===== config.mk =====
export PLATFORM = sky130hd
export DESIGN_NAME = bullet_damage_calc
export DESIGN_NICKNAME = d
export VERILOG_FILES = /design/src/rtl/bullet_damage_calc_pkg.sv /design/src/rtl/bullet_damage_calc_aabb_overlap.sv /design/src/rtl/bullet_damage_calc.sv
export SDC_FILE = /design/constraint.sdc
export NUM_CORES = 1
export LEC_CHECK = 0
export BUFFER_PORTS_ARGS = -buffer_cell sky130_fd_sc_hd__buf_4
export CELL_PAD_IN_SITES_DETAIL_PLACEMENT = 1
export CELL_PAD_IN_SITES_GLOBAL_PLACEMENT = 2
export CORE_MARGIN = 3
export CORE_UTILIZATION = 32
export CTS_CLUSTER_SIZE = 10
export DETAILED_ROUTE_END_ITERATION = 6
export PLACE_DENSITY = 0.88
export RECOVER_POWER = 100
export SYNTH_ARGS = -nofsm -noshare
export SYNTH_HDL_FRONTEND = slang
export SYNTH_SLANG_ARGS = --single-unit

===== constraint.sdc =====
create_clock -name clk -period 4.11 [get_ports clk]
set_input_delay 1.233 -clock clk [delete_from_list [all_inputs] [get_ports clk]]
set_output_delay 1.233 -clock clk [all_outputs]
set_load 0.01 [all_outputs]

===== src/rtl/bullet_damage_calc_pkg.sv =====
// bullet_damage_calc_pkg: definitions shared by the collision/damage side of the bullet store.
//   - bullet colour codes
//   - bit ranges of the packed position and size words
//   - bullet count, index width and the damage FSM state type
package bullet_damage_calc_pkg;

    localparam logic [2:0] WHITE = 3'b000;
    localparam logic [2:0] GREEN = 3'b001;
    localparam logic [2:0] BLUE  = 3'b010;

    // bullet_position = {x, y}, bullet_size = {w, h}
    localparam int unsigned POS_X_MSB  = 15;
    localparam int unsigned POS_X_LSB  = 8;
    localparam int unsigned POS_Y_MSB  = 7;
    localparam int unsigned POS_Y_LSB  = 0;
    localparam int unsigned SIZE_W_MSB = 15;
    localparam int unsigned SIZE_W_LSB = 8;
    localparam int unsigned SIZE_H_MSB = 7;
    localparam int unsigned SIZE_H_LSB = 0;

    localparam int unsigned NUM_BULLETS = 8;
    localparam int unsigned IDX_W       = 3;

    typedef enum logic [1:0] {
        StIdle,
        StScan,
        StApply,
        StDead
    } dmg_state_e;

endpackage


===== src/rtl/bullet_damage_calc_aabb_overlap.sv =====
// aabb_overlap: combinational strict axis-aligned box overlap test on 8-bit boxes.
//   ax, ay, aw, ah : box A left, top, width, height
//   bx, by, bw, bh : box B left, top, width, height
//   overlap        : 1 when the boxes share at least one pixel
// Edges are computed at 9 bits so boxes near 255 never wrap; an empty box never overlaps.
module aabb_overlap (
    input  logic [7:0] ax,
    input  logic [7:0] ay,
    input  logic [7:0] aw,
    input  logic [7:0] ah,
    input  logic [7:0] bx,
    input  logic [7:0] by,
    input  logic [7:0] bw,
    input  logic [7:0] bh,
    output logic       overlap
);

    logic [8:0] a_right, a_bottom, b_right, b_bottom;
    logic       non_empty;

    always_comb begin
        a_right   = {1'b0, ax} + {1'b0, aw};
        a_bottom  = {1'b0, ay} + {1'b0, ah};
        b_right   = {1'b0, bx} + {1'b0, bw};
        b_bottom  = {1'b0, by} + {1'b0, bh};
        non_empty = (aw != 8'd0) && (ah != 8'd0) && (bw != 8'd0) && (bh != 8'd0);
        overlap   = non_empty
                    && ({1'b0, ax} < b_right)  && ({1'b0, bx} < a_right)
                    && ({1'b0, ay} < b_bottom) && ({1'b0, by} < a_bottom);
    end

endmodule


===== src/rtl/bullet_damage_calc.sv =====
// bullet_damage_calc: per-frame collision scan of the bullet store against the player heart,
// applying damage/heal with invincibility frames and a sticky dead flag.
//   clk, reset        : clock, synchronous active-high reset
//   tick              : frame pulse, starts a scan when idle
//   player_x/_y       : heart box top-left; player_moving arms blue bullets
//   bullet_index      : index driven to the store's collision read port (combinational data)
//   bullet_position/_size/_color/_is_render : store data for bullet_index
//   hp, hit, invincible, dead, busy : status outputs
// Optional: define BULLET_HIT_COUNT_EN to add hit_count[15:0], a saturating count of hit pulses.
module bullet_damage_calc
    import bullet_damage_calc_pkg::*;
#(
    parameter int unsigned MAX_HP   = 20,
    parameter int unsigned DAMAGE   = 3,
    parameter int unsigned HEAL     = 1,
    parameter int unsigned IFRAMES  = 30,
    parameter int unsigned PLAYER_W = 8,
    parameter int unsigned PLAYER_H = 8
) (
    input  logic             clk,
    input  logic             reset,
    input  logic             tick,
    input  logic [7:0]       player_x,
    input  logic [7:0]       player_y,
    input  logic             player_moving,
    output logic [IDX_W-1:0] bullet_index,
    input  logic [15:0]      bullet_position,
    input  logic [15:0]      bullet_size,
    input  logic [2:0]       bullet_color,
    input  logic             bullet_is_render,
    output logic [7:0]       hp,
    output logic             hit,
    output logic             invincible,
    output logic             dead,
    output logic             busy
`ifdef BULLET_HIT_COUNT_EN
    ,
    output logic [15:0]      hit_count
`endif
);

    localparam logic [7:0] MaxHp8   = 8'(MAX_HP);
    localparam logic [7:0] Damage8  = 8'(DAMAGE);
    localparam logic [8:0] Heal9    = 9'(HEAL);
    localparam logic [7:0] Iframes8 = 8'(IFRAMES);

    dmg_state_e state;
    logic [7:0] ifr_cnt;
    logic       dmg_flag, heal_flag;

    logic       overlap, counted, bullet_dmg, bullet_heal;
    logic       dmg_apply;
    logic [7:0] hp_dmg, hp_heal, hp_next;
    logic [8:0] heal_sum;

    aabb_overlap u_aabb_overlap (
        .ax      (player_x),
        .ay      (player_y),
        .aw      (8'(PLAYER_W)),
        .ah      (8'(PLAYER_H)),
        .bx      (bullet_position[POS_X_MSB:POS_X_LSB]),
        .by      (bullet_position[POS_Y_MSB:POS_Y_LSB]),
        .bw      (bullet_size[SIZE_W_MSB:SIZE_W_LSB]),
        .bh      (bullet_size[SIZE_H_MSB:SIZE_H_LSB]),
        .overlap (overlap)
    );

    always_comb begin
        counted     = bullet_is_render && overlap;
        bullet_dmg  = counted && ((bullet_color == WHITE)
                                  || ((bullet_color == BLUE) && player_moving));
        bullet_heal = counted && (bullet_color == GREEN);

        // Damage only lands outside invincibility; a landed hit suppresses the heal.
        dmg_apply = dmg_flag && (ifr_cnt == 8'd0);
        hp_dmg    = (hp > Damage8) ? (hp - Damage8) : 8'd0;
        heal_sum  = {1'b0, hp} + Heal9;
        hp_heal   = (heal_sum > {1'b0, MaxHp8}) ? MaxHp8 : heal_sum[7:0];
        if (dmg_apply) begin
            hp_next = hp_dmg;
        end else if (heal_flag) begin
            hp_next = hp_heal;
        end else begin
            hp_next = hp;
        end
    end

    always_ff @(posedge clk) begin
        if (reset) begin
            state        <= StIdle;
            bullet_index <= '0;
            dmg_flag     <= 1'b0;
            heal_flag    <= 1'b0;
            ifr_cnt      <= 8'd0;
            hp           <= MaxHp8;
            hit          <= 1'b0;
            dead         <= 1'b0;
        end else begin
            hit <= 1'b0;
            unique case (state)
                StIdle: begin
                    if (tick) begin
                        dmg_flag     <= 1'b0;
                        heal_flag    <= 1'b0;
                        bullet_index <= '0;
                        state        <= StScan;
                    end
                end
                StScan: begin
                    dmg_flag  <= dmg_flag | bullet_dmg;
                    heal_flag <= heal_flag | bullet_heal;
                    // Index wraps to 0 naturally after the last bullet.
                    bullet_index <= bullet_index + 1'b1;
                    if (bullet_index == IDX_W'(NUM_BULLETS - 1)) begin
                        state <= StApply;
                    end
                end
                StApply: begin
                    if (dmg_apply) begin
                        ifr_cnt <= Iframes8;
                        hit     <= 1'b1;
                    end else if (ifr_cnt != 8'd0) begin
                        ifr_cnt <= ifr_cnt - 8'd1;
                    end
                    hp <= hp_next;
                    if (hp_next == 8'd0) begin
                        dead  <= 1'b1;
                        state <= StDead;
                    end else begin
                        state <= StIdle;
                    end
                end
                StDead: begin
                    hp <= 8'd0;
                end
                default: state <= StIdle;
            endcase
        end
    end

    assign busy       = (state == StScan) || (state == StApply);
    assign invincible = (ifr_cnt != 8'd0);

`ifdef BULLET_HIT_COUNT_EN
    always_ff @(posedge clk) begin
        if (reset) begin
            hit_count <= 16'd0;
        end else if (hit && (hit_count != 16'hFFFF)) begin
            hit_count <= hit_count + 16'd1;
        end
    end
`endif

endmodule

==> results.md <==
* Status: finished clean
* Fmax at around 0.26 GHz
* # port buffers at 70
* Psw at approximately 0.00028 W
* Clock Skew at 7.97 ps
* Comb pwr share at 0.444
* Final core occ at 0.399
* Share of layout cells above drive strength 1 at 0.158
* Clock power frac at 0.211
* Die Ht at 103 um
* Core ar. at 8890 um2
* Syn nets at 482
* Switching Share at 0.370
* Syn Area/Cell at 8.08 um2
* Final net count at 545
* Area delta synth->final at 19.0%
* Internal power at roughly 0.00048 W
* Initial core utilization at 0.335
* Die Wd at about 100 um
* Worst r2r dst: state[0]
* WL final at 8.70 mm
* Main flop type after synthesis: dfxtp_1
* HP Start: dead
* Setup-failing EPs final at 0
* Final RePlAce weighted congestion at 0.842
* Ys async rst share at 0
* Initial DRC Count at between 90 and 100
* Number of synthesized flops with an enable pin at 0
* DRC at 0
* Htree depth at 1
* Sinks on Clock Net at 25
* YS warnings at 0
* Post-synthesis sequential area ratio at 0.168
* Worst IR Drop VDD at between 0.1 and 0.15 mV
* WHS at 453 ps
* Largest net degree at the start of global routing at 18
* ANT cells at 0
* Most common cell in the netlist: ha_1
* Placed instance count at 535
* WL/cell at 16.1 um
* Die area at between 10,000 and 15,000 um2
* Via density at 5.45
* Clk_lat worst skew at 280 ps
* Root Buffer: clkbuf_8
* Synth Register Bits at 25
* Critical path class: primary input to flop
* Period Utilization, post-route at 0.932
* First-pass GRT wire length at approximately 15 mm
* Final worst setup slack at approximately 280 ps
* Pwr/cell area at 215 nW/um2
* Area contributors post-synth: ha_1 23%, dfxtp_1 17%, a21oi_1 4.5%, nor2_1 3.9%, xnor2_1 3.8%
* Crit-path max FO at 2
* Worst slack at placement at -56.6 ps
* I/O Pins at 71
* Cts hold-fix bufs at 0
* Leading area contributor after synthesis: ha_1
* Worst Reg2Reg Path Length in Cells at 7
* Worst-Margin Slew at 591 ps
* Worst setup EP type: flop
* Fin. Hold Viols at 0
* Post-CTS Resized at 0
* Seq pwr share at 0.345
* Delay of the slowest cell on the worst path at approximately 370 ps
* Worst r2r src: hp[0]
* Placed wire-length estimate at 7.25 mm
* Unique cell type count in the Yosys netlist at 60
* Longest Clk Path Bufs at 2
* CTS tree: yes
* All-layer global routing usage at 0.169
* Setup TNS at 0 ps
* P_leak at 1.61 nW
* Non-filler cells, final at 539
* Worst EP required at between 4000 and 5000 ps
* Synthesized cell area at a little under 3000 um2
* Initial antenna violation count at 0
* Share of the synthesized area in the top cell type at 0.231
* Max_slew headroom at 0.605
* Post-route ant nets at 0
* Num CTS Buffers at 3
* Data arrival time of the critical path at 4010 ps
* Grt ovf at 0
* Vias in the first global route at 3,130
* Top post-synthesis cells by count: 55 x ha_1, 31 x nor2_1, 28 x inv_1, 27 x a21oi_1, 25 x dfxtp_1
* Routed via count at ~2,900
* Worst path cell trace: clkbuf_4 > ha_1 > inv_1 > fa_1 > nor2b_1 > o21a_1 > o21ai_0 > nand2b_1 > a21oi_1 > xor2_1 > ha_1 > a2111oi_0 > o21ai_0 > a311o_1 > o41ai_1
* R2r setup slk at 880 ps
* Max-cap violations at 0
* FP Rows at 34
* Detailed Routing Iterations Pass 1 at 4
* Fin crit period at around 3800 ps
* Hold Path Cell Cnt at 2
* Endpoint, Worst Hold: dead
* Slew Limit Fails at 0
* Hold crit path type: flop to flop
* Setup bufs post-CTS at 0
* Cells after synthesis at 369
* CTS clock-pin slew for the worst setup and hold paths at 100 ps
* Startpoint class of the critical path: primary input
* RSZ-0062 raised after global routing: false
* Slowest CP cell: a2111oi_0
==> logic make-up (layout without fill, tap and decap cells) <==
kind of cell / count (synthesis) / after routing / synth area share
buffers and inverters: 40 / 102 / 0.0567
multiplexers: 3 / 3 / 0.0105
AND/OR/NAND/NOR: 117 / 117 / 0.215
adder cells (fa/ha/maj): 57 / 57 / 0.244
AO/OA/AOI/OAI: 102 / 102 / 0.232
XOR/XNOR: 25 / 25 / 0.0735
flip-flops: 25 / 25 / 0.168
==> layer usage <==
layer	track usage	part of all wire	vias up
met5	0	0	-
met4	0.0252	0.0063	0
met2	0.305	0.49	54
met3	0.0271	0.039	4
met1	0.215	0.46	1403
li1	-	-	1474
==> flip-flops by register name (all words and copies together), names as in the netlist <==
register and cells:
hit 1, heal_flag 1, dmg_flag 1, dead 1, hp 8, ifr_cnt 8, state 2, bullet_index 3
==> metrics by stage <==
stage | power, W | area [um2]
after floorplan | 0.000489 | 2980
after global placement | 0.000607 | 3580
after detailed placement | 0.000620 | 3580
after CTS | 0.000783 | 3630
after global routing | 0.000835 | 3550
final | 0.000762 | 3550
==> worst max path at each step <==
stage                     slack [ps]  cells past startpoint   endpoint               start
after floorplan                  440                     14  heal_flag  bullet_position[8]
after global placement           140                     12  heal_flag  bullet_position[9]
after detailed placement         -60                     13  heal_flag  bullet_position[0]
after CTS                        230                     15  heal_flag  bullet_position[8]
after global routing              50                     15   dmg_flag  bullet_position[8]
final                            280                     15   dmg_flag  bullet_position[8]
==> area by class of cell <==
type	count	area, um2
Timing Repair Buffer	70	469
Tap cell	108	135
Fill cell	1107	5350
Clock inverter	1	8.76
Multi-Input combinational cell	304	2290
Sequential cell	25	500
Inverter	28	105
Clock buffer	3	41.3
==> layout by cell type (no fill, tap or decap), types with 3 or more instances in the layout <==
master    count
nand2b_1      8
a21oi_1      27
ha_1         55
dfxtp_1      25
o21ai_0      22
a31oi_1       4
or2_2         3
nor4b_1       3
o21a_1        7
buf_4        53
a21o_1        9
o31ai_1       3
nand2_1      24
inv_1        28
clkbuf_1     15
o21bai_1      4
nor2_1       31
clkbuf_8      3
xnor2_1      13
nor4_1        6
or4_1         5
nor3_1       10
xor2_1       12
nand3_1       6
nand4_1       3
and3_1        4
o41ai_1       4
==> worst max-delay path: cells and delay by family <==
| kind | cells | cell delay (ps) |
|---|---|---|
| AO/OA/AOI/OAI | 7 | 1760 |
| buffers and inverters | 2 | 180 |
| adder cells (fa/ha/maj) | 3 | 600 |
| XOR/XNOR | 1 | 100 |
| AND/OR/NAND/NOR | 2 | 150 |
==> power by group through the flow <==
stage | clock network (W) | registers, W | logic, W
floorplan | 0 | 0.000264 | 0.000225
global placement | 0 | 0.000268 | 0.000338
detailed placement | 0 | 0.000269 | 0.000351
CTS | 0.000165 | 0.000263 | 0.000355
global route | 0.000178 | 0.000265 | 0.000392
finish | 0.000161 | 0.000263 | 0.000338
(Power assumes the default switching activity.)
